`config.mk`:
```
export PLATFORM = sky130hd
export DESIGN_NAME = if_id_skid_buffer_flat
export DESIGN_NICKNAME = d
export VERILOG_FILES = /design/src/rtl/if_id_pkg.sv /design/src/rtl/if_id_skid_buffer_if.sv /design/src/rtl/if_id_stall_counter.sv /design/src/rtl/if_id_skid_buffer.sv /design/src/flat_wrapper.sv
export SDC_FILE = /design/constraint.sdc
export NUM_CORES = 1
export LEC_CHECK = 0
export CORE_MARGIN = 1.5
export CORE_UTILIZATION = 50
export DETAILED_ROUTE_END_ITERATION = 7
export MAX_ROUTING_LAYER = met4
export PLACE_DENSITY = 0.77
export SLEW_MARGIN = 40
export SYNTH_ARGS = -nofsm -noshare
export SYNTH_HDL_FRONTEND = slang
export SYNTH_SLANG_ARGS = --single-unit
```
`constraint.sdc`:
```
create_clock -name clk -period 16.2 [get_ports clk]
set_clock_uncertainty 0.05 [all_clocks]
set_input_delay 2.43 -clock clk [delete_from_list [all_inputs] [get_ports clk]]
set_output_delay 2.43 -clock clk [all_outputs]
set_load 0.02 [all_outputs]
```
`src/rtl/if_id_pkg.sv`:
```
// Shared definitions for the IF/ID skid buffer: NOP encoding, FSM state
// encoding and the default-width beat layout.
package if_id_pkg;

   // addi x0,x0,0 -- shown to decode whenever no valid beat is present
   localparam logic [31:0] NOP_INSN = 32'h0000_0013;

   // Occupancy states: main entry only drives outputs in ONE/FULL,
   // skid entry is occupied only in FULL.
   localparam logic [1:0] ST_EMPTY = 2'd0;
   localparam logic [1:0] ST_ONE   = 2'd1;
   localparam logic [1:0] ST_FULL  = 2'd2;

   // Default-width beat as carried between fetch and decode
   typedef struct packed {
      logic [31:0] ins;
      logic [31:0] pc;
      logic [31:0] pc_plus_4;
      logic        fault;
   } beat_t;

endpackage

```
`src/rtl/if_id_skid_buffer_if.sv`:
```
// Fetch-to-decode boundary bundle.
//
// Handshake: a beat transfers on a clock edge where valid & ready are both 1.
// A producer must hold valid and its data stable until the transfer happens;
// ready may change freely and never depends combinationally on valid.
// The buffer is the consumer on the in_* side and the producer on the out_*
// side; flush and stall_cycles are sideband.
interface if_id_skid_buffer_if #(
   parameter int INSN_W      = 32,
   parameter int PC_W        = 32,
   parameter int STALL_CNT_W = 16
);
   logic                   flush;
   logic                   in_valid;
   logic                   in_ready;
   logic [INSN_W-1:0]      in_ins;
   logic [PC_W-1:0]        in_pc;
   logic [PC_W-1:0]        in_pc_plus_4;
   logic                   in_fault;
   logic                   out_valid;
   logic                   out_ready;
   logic [INSN_W-1:0]      out_ins;
   logic [PC_W-1:0]        out_pc;
   logic [PC_W-1:0]        out_pc_plus_4;
   logic                   out_fault;
   logic [STALL_CNT_W-1:0] stall_cycles;
   logic [1:0]             dbg_state;

   // Buffer side
   modport slave (
      input  flush, in_valid, in_ins, in_pc, in_pc_plus_4, in_fault, out_ready,
      output in_ready, out_valid, out_ins, out_pc, out_pc_plus_4, out_fault,
             stall_cycles, dbg_state
   );

   // Pipeline side (fetch + decode + control)
   modport master (
      output flush, in_valid, in_ins, in_pc, in_pc_plus_4, in_fault, out_ready,
      input  in_ready, out_valid, out_ins, out_pc, out_pc_plus_4, out_fault,
             stall_cycles, dbg_state
   );
endinterface

```
`src/rtl/if_id_stall_counter.sv`:
```
// Saturating counter of decode-stall cycles. Cleared only by reset.
module if_id_stall_counter #(
   parameter int W = 16
) (
   input  logic         clk,
   input  logic         rst,
   input  logic         inc,
   output logic [W-1:0] count
);

   logic [W-1:0] cnt_q;
   logic [W-1:0] cnt_d;

   // Increment unless already at all-ones
   always_comb begin
      cnt_d = cnt_q;
      if (inc && (cnt_q != '1)) begin
         cnt_d = cnt_q + W'(1);
      end
   end

   // Counter register
   always_ff @(posedge clk or posedge rst) begin
      if (rst) begin
         cnt_q <= '0;
      end else begin
         cnt_q <= cnt_d;
      end
   end

   assign count = cnt_q;

endmodule

```
`src/rtl/if_id_skid_buffer.sv`:
```
// IF/ID pipeline boundary: 2-entry valid/ready skid buffer with flush,
// NOP presentation on empty output, fault tag pass-through and a
// saturating stall counter. in_ready comes straight from a flop so decode
// backpressure never reaches fetch combinationally.
module if_id_skid_buffer
   import if_id_pkg::*;
#(
   parameter int                INSN_W      = 32,
   parameter int                PC_W        = 32,
   parameter logic [INSN_W-1:0] NOP_INSN    = INSN_W'(if_id_pkg::NOP_INSN),
   parameter int                STALL_CNT_W = 16
) (
   input logic                 clk,
   input logic                 rst,
   if_id_skid_buffer_if.slave  bus
);

   typedef struct packed {
      logic [INSN_W-1:0] ins;
      logic [PC_W-1:0]   pc;
      logic [PC_W-1:0]   pc_plus_4;
      logic              fault;
   } entry_t;

   localparam entry_t ENTRY_RST = '{ins: NOP_INSN, pc: '0, pc_plus_4: '0, fault: 1'b0};

   logic [1:0] state_q,    state_d;
   entry_t     main_q,     main_d;
   entry_t     skid_q,     skid_d;
   logic       in_ready_q, in_ready_d;

   logic       out_valid;
   logic       push;
   logic       pop;
   entry_t     in_beat;
   logic [STALL_CNT_W-1:0] stall_cnt;

   assign out_valid = (state_q != ST_EMPTY);
   assign push      = bus.in_valid & in_ready_q;
   assign pop       = out_valid & bus.out_ready;

   assign in_beat.ins       = bus.in_ins;
   assign in_beat.pc        = bus.in_pc;
   assign in_beat.pc_plus_4 = bus.in_pc_plus_4;
   assign in_beat.fault     = bus.in_fault;

   // Next occupancy and entry contents; flush overrides everything
   always_comb begin
      state_d = state_q;
      main_d  = main_q;
      skid_d  = skid_q;
      if (bus.flush) begin
         // Push in this cycle is dropped; a pop is simply consumed.
         state_d = ST_EMPTY;
      end else begin
         case (state_q)
            ST_EMPTY: begin
               if (push) begin
                  main_d  = in_beat;
                  state_d = ST_ONE;
               end
            end
            ST_ONE: begin
               if (push && pop) begin
                  main_d = in_beat;
               end else if (push) begin
                  skid_d  = in_beat;
                  state_d = ST_FULL;
               end else if (pop) begin
                  state_d = ST_EMPTY;
               end
            end
            ST_FULL: begin
               // in_ready is low here, so only a pop can happen
               if (pop) begin
                  main_d  = skid_q;
                  state_d = ST_ONE;
               end
            end
            default: begin
               state_d = ST_EMPTY;
            end
         endcase
      end
   end

   // Registered ready: accept whenever the next state leaves room
   always_comb begin
      in_ready_d = (state_d != ST_FULL);
   end

   // State and storage registers
   always_ff @(posedge clk or posedge rst) begin
      if (rst) begin
         state_q    <= ST_EMPTY;
         main_q     <= ENTRY_RST;
         skid_q     <= ENTRY_RST;
         in_ready_q <= 1'b1;
      end else begin
         state_q    <= state_d;
         main_q     <= main_d;
         skid_q     <= skid_d;
         in_ready_q <= in_ready_d;
      end
   end

   if_id_stall_counter #(
      .W (STALL_CNT_W)
   ) u_stall_counter (
      .clk   (clk),
      .rst   (rst),
      .inc   (out_valid & ~bus.out_ready),
      .count (stall_cnt)
   );

   assign bus.in_ready      = in_ready_q;
   assign bus.out_valid     = out_valid;
   assign bus.out_ins       = out_valid ? main_q.ins : NOP_INSN;
   assign bus.out_pc        = main_q.pc;
   assign bus.out_pc_plus_4 = main_q.pc_plus_4;
   assign bus.out_fault     = out_valid & main_q.fault;
   assign bus.stall_cycles  = stall_cnt;
   assign bus.dbg_state     = state_q;

endmodule

```
`src/flat_wrapper.sv`:
```
// flat-port wrapper written by rule: the top's interface ports become plain ports
module if_id_skid_buffer_flat import if_id_pkg::*;
#(
   parameter int                INSN_W      = 32,
   parameter int                PC_W        = 32,
   parameter logic [INSN_W-1:0] NOP_INSN    = INSN_W'(if_id_pkg::NOP_INSN),
   parameter int                STALL_CNT_W = 16
)
  (clk, rst, bus_flush, bus_in_valid, bus_in_ins, bus_in_pc, bus_in_pc_plus_4, bus_in_fault, bus_out_ready, bus_in_ready, bus_out_valid, bus_out_ins, bus_out_pc, bus_out_pc_plus_4, bus_out_fault, bus_stall_cycles, bus_dbg_state);
  if_id_skid_buffer_if #(.INSN_W(INSN_W), .PC_W(PC_W), .STALL_CNT_W(STALL_CNT_W)) bus_i ();
  input logic clk;
  input logic rst;
  input wire logic [$bits(bus_i.flush)-1:0] bus_flush;
  input wire logic [$bits(bus_i.in_valid)-1:0] bus_in_valid;
  input wire logic [$bits(bus_i.in_ins)-1:0] bus_in_ins;
  input wire logic [$bits(bus_i.in_pc)-1:0] bus_in_pc;
  input wire logic [$bits(bus_i.in_pc_plus_4)-1:0] bus_in_pc_plus_4;
  input wire logic [$bits(bus_i.in_fault)-1:0] bus_in_fault;
  input wire logic [$bits(bus_i.out_ready)-1:0] bus_out_ready;
  output wire logic [$bits(bus_i.in_ready)-1:0] bus_in_ready;
  output wire logic [$bits(bus_i.out_valid)-1:0] bus_out_valid;
  output wire logic [$bits(bus_i.out_ins)-1:0] bus_out_ins;
  output wire logic [$bits(bus_i.out_pc)-1:0] bus_out_pc;
  output wire logic [$bits(bus_i.out_pc_plus_4)-1:0] bus_out_pc_plus_4;
  output wire logic [$bits(bus_i.out_fault)-1:0] bus_out_fault;
  output wire logic [$bits(bus_i.stall_cycles)-1:0] bus_stall_cycles;
  output wire logic [$bits(bus_i.dbg_state)-1:0] bus_dbg_state;
  assign bus_i.flush = bus_flush;
  assign bus_i.in_valid = bus_in_valid;
  assign bus_i.in_ins = bus_in_ins;
  assign bus_i.in_pc = bus_in_pc;
  assign bus_i.in_pc_plus_4 = bus_in_pc_plus_4;
  assign bus_i.in_fault = bus_in_fault;
  assign bus_i.out_ready = bus_out_ready;
  assign bus_in_ready = bus_i.in_ready;
  assign bus_out_valid = bus_i.out_valid;
  assign bus_out_ins = bus_i.out_ins;
  assign bus_out_pc = bus_i.out_pc;
  assign bus_out_pc_plus_4 = bus_i.out_pc_plus_4;
  assign bus_out_fault = bus_i.out_fault;
  assign bus_stall_cycles = bus_i.stall_cycles;
  assign bus_dbg_state = bus_i.dbg_state;
  if_id_skid_buffer #(.INSN_W(INSN_W), .PC_W(PC_W), .NOP_INSN(NOP_INSN), .STALL_CNT_W(STALL_CNT_W)) u_core (.clk(clk), .rst(rst), .bus(bus_i));
endmodule
```
==> flow_summary.json <==
{
  "dpl.cell_count": 1292,
  "cts.repair.resized": 0,
  "ys_types": 34,
  "cp-startpoint": "u_core.bus.dbg_state[1]$_DFF_PP0_",
  "place.gp.congestion": 0.7262,
  "worst-endpoint-arrival_ps": 2360,
  "grt_overflow": 0,
  "cts.clk_slew.worst_paths_ps": 60,
  "synthArstFlopShare": 1.000,
  "min_path_type": "reg2reg",
  "cts_tree": "done",
  "ys_seq_area_frac": 0.5269,
  "ys_dominant_reg_cell": "dfrtp_1",
  "first_pass_iters": 5,
  "reg2reg_to": "u_core.skid_q[90]$_DFFE_PP0P_",
  "fmax_mhz": 206.7,
  "yosys_warnings": 0,
  "fin_crit_ps": 4839,
  "antenna_found_initial": 0,
  "rr_worst_depth": 4,
  "ys_seq_elements": 213,
  "layout_common_cells": "nand2_1, clkdlybuf4s50_1, dfrtp_1",
  "worstSetupEndpoint": "bus_out_ins[4]",
  "layout_commonest_cell": "nand2_1",
  "clock_latency_ps": 500,
  "path_depth": 4,
  "cp-start-kind": "register",
  "grt_pass1_vias": 7019,
  "die_height_um": 145.4,
  "path_cells": "nor2_2 -> buf_4 -> or2_2 -> clkdlybuf4s50_1",
  "synth_area_sq_mm": 0.01013,
  "cp_slowest_cell": "clkdlybuf4s50_1",
  "path_delay_family": "buffers and inverters",
  "r2r_setup_slack_ps": 13620,
  "r2r_start": "u_core.bus.dbg_state[1]$_DFF_PP0_",
  "pwr-share-comb": 0.241,
  "synth_cells": 910,
  "layout.nets": 1155,
  "rsz0062_at_grt": "no",
  "post-route-period-util": 0.2987,
  "power.share.clock": 0.323,
  "maxCapViolCount": 0,
  "start_util": 0.5156,
  "p_seq_frac": 0.436,
  "grt_start_max_net_pins": 139,
  "peakVddDrop_uv": 78.81,
  "n_antenna_cell": 0,
  "setup-violations-final": 0,
  "fin_setup_tns_ps": 0,
  "slew_headroom": 0.5277,
  "cts-htree-levels": 1,
  "worst-setup-path-type": "reg2out",
  "wl_per_cell_um": 16.35,
  "p_per_area_mw_per_mm2": 133.0,
  "ant_nets": 0,
  "worst-path-buf-inv": 2,
  "syn_area_per_cell_sq_um": 11.14,
  "worstPathMaxFanout": 37,
  "drc_errors": 0,
  "io_pins": 219,
  "power.leakage_nw": 5.872,
  "via_per_inst": 5.071,
  "hpwl_mm": 13.83,
  "dieArea_sq_mm": 0.02113,
  "dr_total_vias": 6759,
  "syn_nets": 1013,
  "cp_data_required_time_ps": 13720,
  "swShare": 0.2706,
  "p_switching_uw": 462.0,
  "fin_cells": 1333,
  "port_buffers": 218,
  "hold_viol_final": 0,
  "area_delta_synth_final_pct": 26.67,
  "core_area_sq_mm": 0.01965,
  "grt_pass1_wl_mm": 35.96,
  "max_stage_delay_ps": 650,
  "outcome": "finished clean",
  "cts_setup_buffers": 0,
  "die_w_um": 145.4,
  "cts-root-buf": "clkbuf_16",
  "internal_power_mw": 1.246,
  "num_rows": 51,
  "post_route_cells_drive_above_1_share": 0.2453,
  "clock_path_buffers": 3,
  "fill_cells": 1525,
  "drtIter0Drc": 283,
  "crit_path_end_kind": "output pin",
  "numCtsBuffers": 23,
  "cts.sinks": 213,
  "synth_edf_count": 0,
  "worst_pin_slew_ps": 708.4,
  "wirelength_mm": 21.80,
  "cts_hold_buf": 0,
  "drv_slew": 0,
  "track_usage": 0.2134
}
## sequential cells by signal (all words and copies together) (netlist names)
name,flops
u_core.bus.dbg_state,2
u_core.bus.in_ready,1
u_core.bus.out_pc,32
u_core.bus.out_pc_plus_4,32
u_core.main_q,33
u_core.skid_q,97
u_core.u_stall_counter.count,16
## cell usage after synthesis, drive strengths merged (3+ instances only)
library cell	n	area share
mux2	196	0.23
nor3	3	0.0015
buf	93	0.065
xor2	10	0.0086
dfrtp	206	0.51
nor2b	32	0.020
nand4	5	0.0031
dfstp	7	0.018
xnor2	4	0.0035
clkbuf	16	0.0059
nor4	5	0.0046
or2	5	0.0031
inv	3	0.0011
nand2	299	0.11
nor4b	3	0.0026
nor2	6	0.0030
nand3	5	0.0025
## per-layer routing
metal  wire [um]  track usage
met5           0            -
met4         401      0.05561
met3        1351      0.04639
met2       10400       0.3414
met1        9652       0.2765
## power by group through the flow
stage | Combinational, mW | Clock [mW] | Sequential (mW)
after detailed placement | 0.414 | 0 | 0.751
after CTS | 0.416 | 0.565 | 0.744
after floorplan | 0.293 | 0 | 0.739
after global routing | 0.440 | 0.587 | 0.761
after global placement | 0.403 | 0 | 0.745
final | 0.411 | 0.552 | 0.744
## cells by family (layout without fill, tap and decap cells)
logic type                 Yosys count  in the layout  synth area share
and+or+nand+nor                    368            368            0.1542
buffers and inverters              112            270           0.07161
AOI/OAI and AO/OA                    6              6          0.005062
muxes                              196            196            0.2289
DFF                                213            213            0.5269
xor gates and xnor gates            14             14           0.01210
adders and majority gates            1              1          0.001235
## layout make-up
cell class / count / area [sq um] / share of cell area
clock buffers: 30 / 631.9 / 0.04922
clock inverters: 11 / 166.4 / 0.01296
inverters: 3 / 23.77 / 0.001852
multi-input cells: 585 / 4094 / 0.3189
flip-flops and latches: 213 / 5339 / 0.4159
well taps: 265 / 331.6 / 0.02583
repair buffers: 226 / 2250 / 0.1753
## worst reg2reg max path, stage by stage (launching register included)
cell and delay (ps):
dfrtp_1 510, and3b_1 280, nand2_4 530, buf_4 660, mux2_2 430
## worst min path at each step
stage	to	slack, ps	depth (start not counted)	start
after global placement	u_core.main_q[90]$_DFFE_PP0P_	430	1	u_core.main_q[90]$_DFFE_PP0P_
after CTS	u_core.main_q[76]$_DFFE_PP0P_	450	1	u_core.main_q[76]$_DFFE_PP0P_
after global routing	u_core.skid_q[25]$_DFFE_PP0P_	460	1	u_core.skid_q[25]$_DFFE_PP0P_
after detailed placement	u_core.main_q[76]$_DFFE_PP0P_	440	1	u_core.main_q[76]$_DFFE_PP0P_
final	u_core.main_q[76]$_DFFE_PP0P_	450	1	u_core.main_q[76]$_DFFE_PP0P_
after floorplan	u_core.main_q[0]$_DFFE_PP0P_	420	1	u_core.main_q[0]$_DFFE_PP0P_
## stage by stage
stage / hold slack [ps] / cell area [sq um] / util / total power [mW] / setup WS [ps]
final: 447.9 / 12840 / 0.6531 / 1.708 / 11360
after global routing: 463.5 / 12840 / 0.6531 / 1.788 / 11240
after CTS: 451.1 / 12830 / 0.6529 / 1.725 / 11330
after detailed placement: 437.1 / 12030 / 0.6123 / 1.165 / 10960
after global placement: 433.9 / 12030 / 0.6119 / 1.148 / 11000
after floorplan: 422.7 / 10130 / - / 1.032 / 7909
No activity file was read; power rests on OpenSTA's default activity.
